`src/rtl/escalonador_movimento_pkg.sv`:
```
// Shared definitions for the movement scheduler.
//   estado_t    : 4-bit FSM state codes, also exported on db_estado
//   sel_cfg_t   : {coordinate mux, increment mux, add/sub} routing triple
//   SEL_ASTEROIDE / SEL_TIRO : routing for asteroid and shot items
package escalonador_movimento_pkg;

  typedef enum logic [3:0] {
    OCIOSO       = 4'd0,
    ESPERA_TICK  = 4'd1,
    SELECIONA    = 4'd2,
    CALCULA      = 4'd3,
    GRAVA        = 4'd4,
    CALCULA_TIRO = 4'd5,
    GRAVA_TIRO   = 4'd6,
    FIM          = 4'd7
  } estado_t;

  typedef struct packed {
    logic coor;        // 0 = asteroid coordinate, 1 = shot coordinate
    logic incremento;  // 0 = asteroid step, 1 = shot step
    logic sum_sub;     // 0 = add, 1 = subtract
  } sel_cfg_t;

  localparam sel_cfg_t SEL_ASTEROIDE = '{coor: 1'b0, incremento: 1'b0, sum_sub: 1'b0};
  localparam sel_cfg_t SEL_TIRO      = '{coor: 1'b1, incremento: 1'b1, sum_sub: 1'b1};

endpackage

```
`src/rtl/escalonador_movimento_contador_tick.sv`:
```
// contador_tick: modulo-MODULO counter that produces the movement tick.
//   clock    : system clock
//   reset    : asynchronous active-low reset
//   habilita : count enable; when low the count is held at 0
//   tick     : one-cycle pulse on the terminal count (MODULO-1)
module contador_tick #(
  parameter int unsigned MODULO = 25000000
) (
  input  logic clock,
  input  logic reset,
  input  logic habilita,
  output logic tick
);

  localparam int unsigned W = (MODULO > 1) ? $clog2(MODULO) : 1;
  localparam logic [W-1:0] ULTIMO = W'(MODULO - 1);

  logic [W-1:0] cnt_q, cnt_d;

  always_comb begin
    tick  = habilita && (cnt_q == ULTIMO);
    cnt_d = cnt_q;
    if (!habilita) begin
      cnt_d = '0;
    end else if (cnt_q == ULTIMO) begin
      cnt_d = '0;
    end else begin
      cnt_d = cnt_q + W'(1);
    end
  end

  always_ff @(posedge clock or negedge reset) begin
    if (!reset) begin
      cnt_q <= '0;
    end else begin
      cnt_q <= cnt_d;
    end
  end

endmodule

```
`src/rtl/escalonador_movimento.sv`:
```
// escalonador_movimento: sequences asteroid slots and the shot through the
// shared coordinate adder once per movement tick.
//   clock, reset          : clock and asynchronous active-low reset
//   habilita              : run enable from the control unit; low aborts to OCIOSO
//   ativo                 : asteroid active mask, captured at sweep start
//   tiro_pedido           : one-cycle request to move the shot
//   sel_asteroide         : asteroid slot routed to the adder
//   select_mux_coor/_incremento, select_sum_sub : adder routing
//   enable_reg_asteroide  : one-hot asteroid write enable (GRAVA)
//   enable_reg_tiro       : shot register write enable (GRAVA_TIRO)
//   fim_rodada            : pulse in the last cycle of a sweep
//   erro_overrun          : sticky, a tick arrived while one was still pending
//   db_estado             : current state code
module escalonador_movimento
  import escalonador_movimento_pkg::*;
#(
  parameter int unsigned N_AST       = 4,
  parameter int unsigned TICK_CICLOS = 25000000
) (
  input  logic                     clock,
  input  logic                     reset,
  input  logic                     habilita,
  input  logic [N_AST-1:0]         ativo,
  input  logic                     tiro_pedido,
  output logic [$clog2(N_AST)-1:0] sel_asteroide,
  output logic                     select_mux_coor,
  output logic                     select_mux_incremento,
  output logic                     select_sum_sub,
  output logic [N_AST-1:0]         enable_reg_asteroide,
  output logic                     enable_reg_tiro,
  output logic                     fim_rodada,
  output logic                     erro_overrun,
  output logic [3:0]               db_estado
);

  localparam int unsigned SEL_W = $clog2(N_AST);

  estado_t          estado_q, estado_d;
  logic             tick;
  logic             tiro_pend_q, tiro_pend_d;
  logic             tick_pend_q, tick_pend_d;
  logic             erro_q, erro_d;
  logic [N_AST-1:0] pend_ast_q, pend_ast_d;
  logic [SEL_W-1:0] sel_q, sel_d;
  logic [SEL_W-1:0] prox_idx;
  logic             achado;
  sel_cfg_t         cfg;

  contador_tick #(
    .MODULO(TICK_CICLOS)
  ) u_contador_tick (
    .clock   (clock),
    .reset   (reset),
    .habilita(habilita),
    .tick    (tick)
  );

  // Lowest pending asteroid slot.
  always_comb begin
    prox_idx = '0;
    achado   = 1'b0;
    for (int unsigned i = 0; i < N_AST; i++) begin
      if (!achado && pend_ast_q[SEL_W'(i)]) begin
        prox_idx = SEL_W'(i);
        achado   = 1'b1;
      end
    end
  end

  // State register.
  always_ff @(posedge clock or negedge reset) begin
    if (!reset) begin
      estado_q <= OCIOSO;
    end else begin
      estado_q <= estado_d;
    end
  end

  // Next-state logic.
  always_comb begin
    estado_d = estado_q;
    unique case (estado_q)
      OCIOSO:       if (habilita) estado_d = ESPERA_TICK;
      ESPERA_TICK:  if (tick_pend_q) estado_d = SELECIONA;
      SELECIONA: begin
        if (tiro_pend_q) begin
          estado_d = CALCULA_TIRO;
        end else if (achado) begin
          estado_d = CALCULA;
        end else begin
          estado_d = FIM;
        end
      end
      CALCULA:      estado_d = GRAVA;
      GRAVA:        estado_d = SELECIONA;
      CALCULA_TIRO: estado_d = GRAVA_TIRO;
      GRAVA_TIRO:   estado_d = SELECIONA;
      FIM:          estado_d = ESPERA_TICK;
      default:      estado_d = OCIOSO;
    endcase
    if (!habilita) begin
      estado_d = OCIOSO;
    end
  end

  // Pending flags, sweep mask and selected slot.
  always_comb begin
    tiro_pend_d = tiro_pend_q;
    tick_pend_d = tick_pend_q;
    pend_ast_d  = pend_ast_q;
    sel_d       = sel_q;
    erro_d      = erro_q | (tick & tick_pend_q);

    if (estado_q == GRAVA_TIRO) tiro_pend_d = 1'b0;
    if (tiro_pedido)            tiro_pend_d = 1'b1;

    // A tick coinciding with the pending-clear keeps the flag set.
    if (estado_q == ESPERA_TICK && tick_pend_q) begin
      tick_pend_d = 1'b0;
      pend_ast_d  = ativo;
    end
    if (tick) tick_pend_d = 1'b1;

    if (estado_q == GRAVA) pend_ast_d[sel_q] = 1'b0;

    if (estado_q == SELECIONA && !tiro_pend_q && achado) sel_d = prox_idx;

    // Abort: drop all pending work; the overrun flag survives.
    if (!habilita) begin
      tiro_pend_d = 1'b0;
      tick_pend_d = 1'b0;
      pend_ast_d  = '0;
      sel_d       = '0;
    end
  end

  always_ff @(posedge clock or negedge reset) begin
    if (!reset) begin
      tiro_pend_q <= 1'b0;
      tick_pend_q <= 1'b0;
      erro_q      <= 1'b0;
      pend_ast_q  <= '0;
      sel_q       <= '0;
    end else begin
      tiro_pend_q <= tiro_pend_d;
      tick_pend_q <= tick_pend_d;
      erro_q      <= erro_d;
      pend_ast_q  <= pend_ast_d;
      sel_q       <= sel_d;
    end
  end

  // Output logic. Enables are also gated by habilita so an abort never writes.
  always_comb begin
    cfg                  = SEL_ASTEROIDE;
    enable_reg_asteroide = '0;
    enable_reg_tiro      = 1'b0;
    fim_rodada           = 1'b0;
    unique case (estado_q)
      CALCULA_TIRO: cfg = SEL_TIRO;
      GRAVA_TIRO: begin
        cfg             = SEL_TIRO;
        enable_reg_tiro = habilita;
      end
      GRAVA:        enable_reg_asteroide[sel_q] = habilita;
      FIM:          fim_rodada = 1'b1;
      default:      cfg = SEL_ASTEROIDE;
    endcase
  end

  assign select_mux_coor       = cfg.coor;
  assign select_mux_incremento = cfg.incremento;
  assign select_sum_sub        = cfg.sum_sub;
  assign sel_asteroide         = sel_q;
  assign erro_overrun          = erro_q;
  assign db_estado             = estado_q;

endmodule
```
`config.mk`:
```
export PLATFORM = sky130hd
export DESIGN_NAME = escalonador_movimento
export DESIGN_NICKNAME = d
export VERILOG_FILES = /design/src/rtl/escalonador_movimento_pkg.sv /design/src/rtl/escalonador_movimento_contador_tick.sv /design/src/rtl/escalonador_movimento.sv
export SDC_FILE = /design/constraint.sdc
export NUM_CORES = 1
export LEC_CHECK = 0
export BUFFER_PORTS_ARGS = -buffer_cell sky130_fd_sc_hd__buf_2
export CELL_PAD_IN_SITES_DETAIL_PLACEMENT = 1
export CELL_PAD_IN_SITES_GLOBAL_PLACEMENT = 1
export CORE_MARGIN = 2
export CORE_UTILIZATION = 47
export DETAILED_ROUTE_END_ITERATION = 16
export GPL_ROUTABILITY_DRIVEN = 1
export MAX_ROUTING_LAYER = met4
export PLACE_DENSITY_LB_ADDON = 0.1
export SLEW_MARGIN = 40
export SYNTH_ARGS = -nofsm -noshare
export SYNTH_HDL_FRONTEND = slang
export SYNTH_HIERARCHICAL = 1
export SYNTH_SLANG_ARGS = --single-unit
```
`constraint.sdc`:
```
create_clock -name clock -period 3 [get_ports clock]
set_input_delay 0.45 -clock clock [delete_from_list [all_inputs] [get_ports clock]]
set_output_delay 0.45 -clock clock [all_outputs]
set_load 0.005 [all_outputs]
```
-- Yosys cells after proc, flatten, opt, wreduce, memory -nomap -nowiden
Index checks and enable logic that the tools add are counted.
- flip-flop bits (word level): 38
- input port bits: 8
- output and inout port bits: 16
- add/subtract/negate cells: 1
- magnitude comparators: 2
- equality and inequality tests: 12
- mux-type cells: 31
- bitwise operators: 5
- reduce and logical (&&, ||, !) cells: 16
- operators by type and width (operator ; count):
    2-to-1 mux 25 bit ; 2
    adder 25 x 1 -> 25 bit (second input constant) ; 1
    equality test 25 bit (second input constant) ; 1
    2-to-1 mux 4 bit ; 6
    case mux 4 bit (6 select lines) ; 1
    equality test 4 x 3 -> 1 bit (second input constant) ; 4
    2-to-1 mux 1 bit ; 14
    2-to-1 mux 3 bit ; 3
    AND 4 bit ; 2
    equality test 4 x 2 -> 1 bit (second input constant) ; 2
    logical AND 1 bit ; 8
    2-to-1 mux 2 bit ; 4
    != test 3 x 1 -> 1 bit (second input constant) ; 2
    OR reduction 2 bit ; 3
    equality test 4 x 1 -> 1 bit (second input constant) ; 1
    logical NOT 1 bit ; 4
    logical NOT 4 bit ; 1
    NOT 4 bit ; 1
    less-than comparator 2 x 3 -> 1 bit (second input constant) ; 1
    != test 3 bit (second input constant) ; 1
    demux 1 bit (select 2 bit) ; 1
    greater-or-equal comparator 2 x 1 -> 1 bit (second input constant) ; 1
    != test 2 x 1 -> 1 bit (second input constant) ; 1
    AND 1 bit ; 1
    OR 1 bit ; 1

-- Longest topological paths before layout
Gate-level depths: netlist (run 1).
- word-level depth: 14
- depth in mapped cells: 6
- mapped depth without buffers: 6

-- Cells and area by module
Netlist (run 1), hierarchy kept.
- by module, submodules not included (module ; instances ; cells an instance ; area an instance (sq um) ; seq. area each (sq um)):
    contador_tick ; 1 ; 137 ; 1308.8 ; 625.6
    escalonador_movimento ; 1 ; 77 ; 686.9 ; 300.3

-- Worst setup path before layout (run 1)
OpenSTA, ideal clock, no wires.
- path kind: register to register
- start point: register u_contador_tick.cnt_q[0]
- end point: register u_contador_tick.cnt_q[2]
- data arrival time: 1.724 ns
- setup slack: 1.153 ns
- stages on the path, launching flop included: 7
- clock period less this slack: 1.847 ns
- cell sequence: dfrtp_1 > ha_1 > and3_1 > nand3_1 > o31ai_1 > buf_2 > nor2_1
- word-level cells in the longest chain between the ends: 3
- RTL lines (element ; line ; RTL):
    start, declared ; escalonador_movimento_contador_tick.sv:18 ; logic [W-1:0] cnt_q, cnt_d;
    start signal, assigned ; escalonador_movimento_contador_tick.sv:36 ; cnt_q <= cnt_d;
    adder 25 x 1 -> 25 bit / equality test 25 bit (equally long branches) ; escalonador_movimento_contador_tick.sv:28, escalonador_movimento_contador_tick.sv:25 ;
    2-to-1 mux 25 bit (*) ; escalonador_movimento_contador_tick.sv:25 ; end else if (cnt_q == ULTIMO) begin
    2-to-1 mux 25 bit (*) ; escalonador_movimento_contador_tick.sv:23 ; if (!habilita) begin
    net u_contador_tick.cnt_d[2] ; escalonador_movimento_contador_tick.sv:18 ;
Mark *: on every way through the listed nets, which the timed path passes. The rest lies on a longest branch.
A chain may end at the register's enable or synchronous reset.

-- Worst setup path in the final report (run 1)
- start point: register estado_q[0], in the netlist db_estado[0]
- end point: output enable_reg_asteroide[1]
- word-level cells in the longest chain between the ends: 2
- RTL lines (element ; line ; RTL):
    start, declared ; escalonador_movimento.sv:38 ; estado_t estado_q, estado_d;
    start signal, assigned ; escalonador_movimento.sv:75 ; estado_q <= estado_d;
    equality test 4 x 3 -> 1 bit ; escalonador_movimento.sv:159 ; unique case (estado_q)
    2-to-1 mux 4 bit ; escalonador_movimento.sv:159 ;
    end, declared ; escalonador_movimento.sv:29 ; output logic [N_AST-1:0] enable_reg_asteroide,
Every way passes these cells.

==> results.ini, run 1 <==
[clock_network]
cts_hold_buf=0
cts.clk_slew.worst_paths_ns=0.07
clk_latency_ns=0.29
cts_tree=yes
cts_buffers=5
cts_root_buf=clkbuf_8
clock_sinks=37
clockBufferDepth=2
cts-htree-levels=2
cts_repair_resize_count=0
post_cts_buffers=0

[synthesis]
netlist_area_mm2=0.00200
ys_async_sr_fraction=1.00
synth_edf_count=0
synth.top_cell.area_share=0.464
ys_seq_elements=37
syn-instance-count=214
synth.net_count=223
yosysWarningCount=6
syn_area_per_cell_um2=9.33
ys_top_cells_by_area=dfrtp_1 (46%), nor2_1 (6.6%), xnor2_1 (6.1%), a21oi_1 (3.5%), nor4_1 (2.5%)
yosysUniqueCellTypes=44
yosysSeqAreaShare=0.464
synthFlopType=dfrtp_1
yosys.area.top_type=dfrtp_1

[global_routing]
grt_pass1_wl_um=7760
grt_overflow_total=0
track_usage=0.208
antenna_found_initial=0
grt_max_degree=38
grt_pass1_vias=1665

[pwr]
ir_drop_mv=0.282
cellLeakagePower_nw=0.911
cellPowerDensity_mw_per_mm2=409

[die]
die_area_mm2=0.00478
placementRows=23
die_h_um=69.2
core_mm2=0.00406
start_util=0.492
pin_count=24
fp.dieW_um=69.2

[cells_and_area]
design_area_mm2=0.00219
nets=241
layout-drive-gt1-share=0.181
antenna_cells=0
syn2layout_area_growth_pct=9.91

[detailed_routing]
vias=1581
dr.pass1.iters=4
wl_um=4530
viasPerCell=5.61
wl_per_cell_um=16.1
ant_nets=0
drc_errors=0
drtIter0Drc=76

[timing]
max_slew.worst_pin.slew_ns=0.621
period_share=0.767
max_slew_margin=0.582
hold_viol=0
fmax_mhz=435
setup_viol=0
skew_ns=0.00963
rsz0062_at_grt=false
fin_setup_tns_ns=0
finalCriticalPeriod_ns=2.30
drv_slew=0

[critical_path]
path_class=reg -> out
path_max_fanout=14
cp-start-kind=flip-flop
cp-end-kind=output port
crit_arrival_ns=1.85
worstPathRequired_ns=2.55

[placed_design]
place_congestion=0.849
place_area_mm2=0.00210
port_buffers=22
hpwl_um=3320

[job]
maxCapViolCount=0

[run_status]
status=finished, final reports clean

[worst_hold_path]
hp-class=in -> async

[routing by layer]
layer | up-vias | global-route usage | routed length, um
met5 | - | - | 0
met4 | 0 | 0.0632 | 53
met3 | 5 | 0.0497 | 128
met2 | 18 | 0.324 | 2160
met1 | 768 | 0.271 | 2190
li1 | 790 | - | -
[metrics by stage]
step | hold WS (ns) | worst slack (ns) | power, mW | std cells | utilization
2_1_floorplan | 0.154 | 1.15 | 0.536 | 214 | -
3_3_place_gp | 0.435 | 1.04 | 0.555 | 275 | 0.519
3_5_place_dp | 0.459 | 0.951 | 0.557 | 275 | 0.519
4_1_cts | 0.283 | 0.689 | 0.905 | 282 | 0.540
5_1_grt | 0.144 | 0.625 | 0.937 | 282 | 0.541
6_report | 0.115 | 0.699 | 0.896 | 282 | 0.541
[where the power goes]
part	internal [mW]	switching, mW
Sequential	0.504	0.00610
Combinational	0.0116	0.0261
Clock	0.182	0.167
Total	0.697	0.199
[final timing paths]
| check | from | endpoint | slack, ns | cells past startpoint |
|---|---|---|---|---|
| max in group asynchronous | reset | u_contador_tick/cnt_q[2] | 2.54 | 1 |
| hold / removal | reset | db_estado[0] | 0.12 | 1 |
| min in group clock | tiro_pedido | tiro_pend_q | 0.40 | 3 |
| setup / recovery | db_estado[0] | enable_reg_asteroide[1] | 0.70 | 3 |
| setup reg to reg | u_contador_tick/cnt_q[4] | u_contador_tick/cnt_q[21] | 0.92 | 4 |
| hold reg to reg | erro_overrun | erro_overrun | 0.46 | 1 |
[cells in the mapped netlist (3+ instances only)]
library cell   n
or3_1          4
a21oi_1       14
inv_1          9
nor4_1         8
nor2_1        35
o31ai_1        6
nand3_1        9
buf_4          3
or4_1          3
buf_2          3
nor3_1         6
nor2b_1        3
clkbuf_1       3
o21ai_0        8
dfrtp_1       37
xnor2_1       14
nand2_1       10
nand4_1        3
[sequential cells by signal, indices dropped and copies added, names as in the netlist]
signal                 cells
db_estado                  3
erro_overrun               1
pend_ast_q                 4
sel_asteroide              2
tick_pend_q                1
tiro_pend_q                1
u_contador_tick/cnt_q     25
[layout by cell type, fill, tap and decap left out, drive strengths merged, types with 2 or more instances in the layout]
cell type / count
a21oi: 16
or4b: 2
inv: 9
o22ai: 2
dfrtp: 37
nand4: 4
or3: 4
nor2b: 3
nor2: 35
nand4b: 2
o21ai: 8
buf: 23
mux2i: 2
o31ai: 6
and3: 3
or4: 5
nor4b: 2
nor3: 6
nor4: 8
xnor2: 14
nand3: 9
clkbuf: 7
nand2: 10
and4: 2
xor2: 2
[critical path, cell delays in order (launching register included)]
cell	delay, ns
dfrtp_1	0.53
or4b_2	0.78
nor2_1	0.13
buf_2	0.12
[logic make-up (layout without fill, tap and decap cells)]
group / after synthesis / after routing / share of synthesized area
other: 1 / 1 / 0.00188
flip-flops: 37 / 37 / 0.464
multiplexers: 2 / 2 / 0.0100
buffers and inverters: 21 / 39 / 0.0552
AO/OA/AOI/OAI: 35 / 35 / 0.106
XOR/XNOR: 16 / 16 / 0.0702
AND/OR/NAND/NOR: 101 / 101 / 0.287
adder cells (fa/ha/maj): 1 / 1 / 0.00627
[cell type report]
type / count / area, um^2
flip-flops and latches: 37 / 926
inverters: 9 / 33.8
multi-input cells: 156 / 965
fillers: 483 / 1860
clock buffers: 7 / 86.3
repair buffers: 23 / 120
well taps: 50 / 62.6
Power figures use the tool's default switching activity.
==> run 2: changes to the inputs <==
--- a/config.mk
+++ b/config.mk
@@ -9,7 +9,7 @@
 export CELL_PAD_IN_SITES_DETAIL_PLACEMENT = 1
 export CELL_PAD_IN_SITES_GLOBAL_PLACEMENT = 1
 export CORE_MARGIN = 2
-export CORE_UTILIZATION = 47
+export CORE_UTILIZATION = 40
 export DETAILED_ROUTE_END_ITERATION = 16
 export GPL_ROUTABILITY_DRIVEN = 1
 export MAX_ROUTING_LAYER = met4
==> constraint.sdc (replaced) <==
create_clock -name clock -period 2.1 [get_ports clock]
set_input_delay 0.315 -clock clock [delete_from_list [all_inputs] [get_ports clock]]
set_output_delay 0.315 -clock clock [all_outputs]
set_load 0.005 [all_outputs]
==> run 2 against run 1 <==
  * The run now ends with negative hold slack left
  * Count of clock-buffer cells in the layout shrank 1
  * Final area grew 3.1%
  * Via count grew 5.4%
  * First-iteration DRC count shrank 37%
  * Critical endpoint is now u_contador_tick/cnt_q[23]
  * Largest power group unchanged
==> results.ini, run 2 (same netlist as run 1, synthesis figures left out) <==
[run_status]
status=finished, violations left  ; was finished, final reports clean
failed_checks=negative hold slack

[detailed_routing]
ant_nets=0  ; unchanged
viasPerCell=5.45  ; was 5.61
dr.pass1.iters=4  ; unchanged
wl_per_cell_um=15.0  ; was 16.1 um
vias=1667  ; was 1581
drtIter0Drc=48  ; was 76
wl_um=4600  ; was 4530 um
drc_errors=0  ; unchanged

[critical_path]
worstPathCellList=nand4_4 -> or3_1 -> or4_4 -> a21oi_2  ; was or4b_2 -> nor2_1 -> buf_2
cp-start-kind=flip-flop  ; unchanged
path_class=reg -> reg  ; was reg -> out
cp-end-kind=flip-flop  ; was output port
cpPeakStageDelay_ns=0.54  ; was 0.78 ns
worstPathRequired_ns=2.32  ; was 2.55 ns
crit_arrival_ns=2.15  ; was 1.85 ns
slowest_stage=or3_1  ; was or4b_2
path_max_fanout=8  ; was 14

[cells_and_area]
antenna_cells=0  ; unchanged
final_common_cell=dfrtp_1  ; unchanged
nets=247  ; was 241
final_cell_mix=dfrtp_1 (36), nor2_1 (35), buf_2 (21)  ; was dfrtp_1 (37), nor2_1 (35), buf_2 (21)
seq_area_um2=927  ; was 926 um^2
multi_input_area_um2=968  ; was 965 um^2
design_area_mm2=0.00226  ; was 0.00219 mm^2
syn2layout_area_growth_pct=13.3  ; was 9.91%
final_cells=306  ; was 282
largest_register_ffs=25  ; unchanged
layout-drive-gt1-share=0.209  ; was 0.181
top_register=u_contador_tick/cnt_q  ; unchanged
fillers=573  ; was 483

[die]
start_util=0.420  ; was 0.492
die_area_mm2=0.00557  ; was 0.00478 mm^2
die_h_um=74.6  ; was 69.2 um
placementRows=25  ; was 23
core_mm2=0.00475  ; was 0.00406 mm^2
fp.dieW_um=74.6  ; was 69.2 um
pin_count=24  ; unchanged

[placed_design]
dp.cells=298  ; was 275
place_ws_ns=0.176  ; was 0.951 ns
hpwl_um=3440  ; was 3320 um
port_buffers=22  ; unchanged
place_congestion=0.807  ; was 0.849
place_area_mm2=0.00217  ; was 0.00210 mm^2

[clock_network]
cts_tree=yes  ; unchanged
cts-htree-levels=2  ; unchanged
cts.clk_slew.worst_paths_ns=0.07  ; about the same
cts_hold_buf=0  ; unchanged
cts_root_buf=clkbuf_8  ; unchanged
clk_latency_ns=0.29  ; about the same
cts_buffers=5  ; unchanged
clock_sinks=37  ; unchanged
post_cts_buffers=0  ; unchanged
cts_repair_resize_count=0  ; unchanged
clockBufferDepth=2  ; unchanged

[timing]
finalCriticalPeriod_ns=1.93
setup_viol=0  ; unchanged
rsz0062_at_grt=false  ; unchanged
worst_slack_ns=0.170  ; was 0.699 ns
holdWs_ns=-0.0253  ; was 0.115 ns
period_share=0.919
max_slew.worst_pin.slew_ns=0.576  ; was 0.621 ns
fin_setup_tns_ns=0  ; unchanged
drv_slew=0  ; unchanged
skew_ns=0.00592  ; was 0.00963 ns
hold_viol=37  ; was 0
max_slew_margin=0.612  ; was 0.582
fmax_mhz=518

[pwr]
pwr-share-comb=0.045  ; was 0.042
power_switching_mw=0.292  ; was 0.199 mW
cellLeakagePower_nw=0.939  ; was 0.911 nW
p_int_mw=0.967  ; was 0.697 mW
p_seq_frac=0.576  ; was 0.568
ir_drop_mv=0.362  ; was 0.282 mV
clkPwrFrac=0.379  ; was 0.389
cellPowerDensity_mw_per_mm2=557  ; was 409 mW/mm^2
swShare=0.232  ; was 0.222

[global_routing]
grt_pass1_vias=1740  ; was 1665
antenna_found_initial=0  ; unchanged
grt_pass1_wl_um=7870  ; was 7760 um
track_usage=0.192  ; was 0.208
grt_overflow_total=0  ; unchanged
grt_max_degree=38  ; unchanged

[job]
maxCapViolCount=0  ; unchanged

[worst_hold_path]
hp-class=in -> async  ; unchanged

-- run 2: cell types whose count changed in the layout (fill, tap and decap cells not counted), sizes merged --
cell,change
clkinv,+2
buf,+6
clkbuf,-1
-- run 2: power by group through the flow --
stage               Sequential, mW  Clock (mW)  Combinational [mW]
floorplan                    0.738           0              0.0270
global placement             0.739           0              0.0562
detailed placement           0.739           0              0.0585
CTS                          0.725       0.502              0.0583
global route                 0.727       0.529              0.0659
finish                       0.726       0.477              0.0567
-- run 2: path summary, 6_finish.rpt --
check / from / end / slack [ns] / depth (start not counted)
worst max-delay path: u_contador_tick/cnt_q[7] / u_contador_tick/cnt_q[23] / 0.17 / 4
worst min-delay path: reset / pend_ast_q[1] / -0.03 / 1
worst max register to register: u_contador_tick/cnt_q[7] / u_contador_tick/cnt_q[23] / 0.17 / 4
worst min register to register: erro_overrun / erro_overrun / 0.46 / 1
max in group asynchronous: reset / db_estado[2] / 1.77 / 1
min in group clock: tiro_pedido / tiro_pend_q / 0.26 / 3
-- run 2: cell type report --
| class | instances | area share |
|---|---|---|
| tap | 67 | 0.0371 |
| timing repair buffer | 29 | 0.0730 |
| multi-input combinational | 156 | 0.428 |
| clock buffer | 6 | 0.0321 |
| inverter | 9 | 0.0149 |
| sequential | 37 | 0.410 |
| clock inverter | 2 | 0.00443 |
-- run 2: metrics by stage --
step,utilization,total power [mW]
finish,0.476,1.26
global route,0.476,1.32
global placement,0.457,0.795
floorplan,-,0.765
detailed placement,0.457,0.798
CTS,0.474,1.29
-- run 2: critical path: cells and delay by family, from the launching register on --
family             cells  cell delay [ns]
and+or+nand+nor        3             1.23
AOI/OAI and AO/OA      1             0.15
DFF                    1             0.48
-- run 2: per-layer routing --
metal  up-vias  global-route usage  wire [um]
li1        800                   -          -
met1       837               0.214       1960
met4         0              0.0595         59
met2        25               0.345       2440
met3         5              0.0402        142
met5         -                   -          0
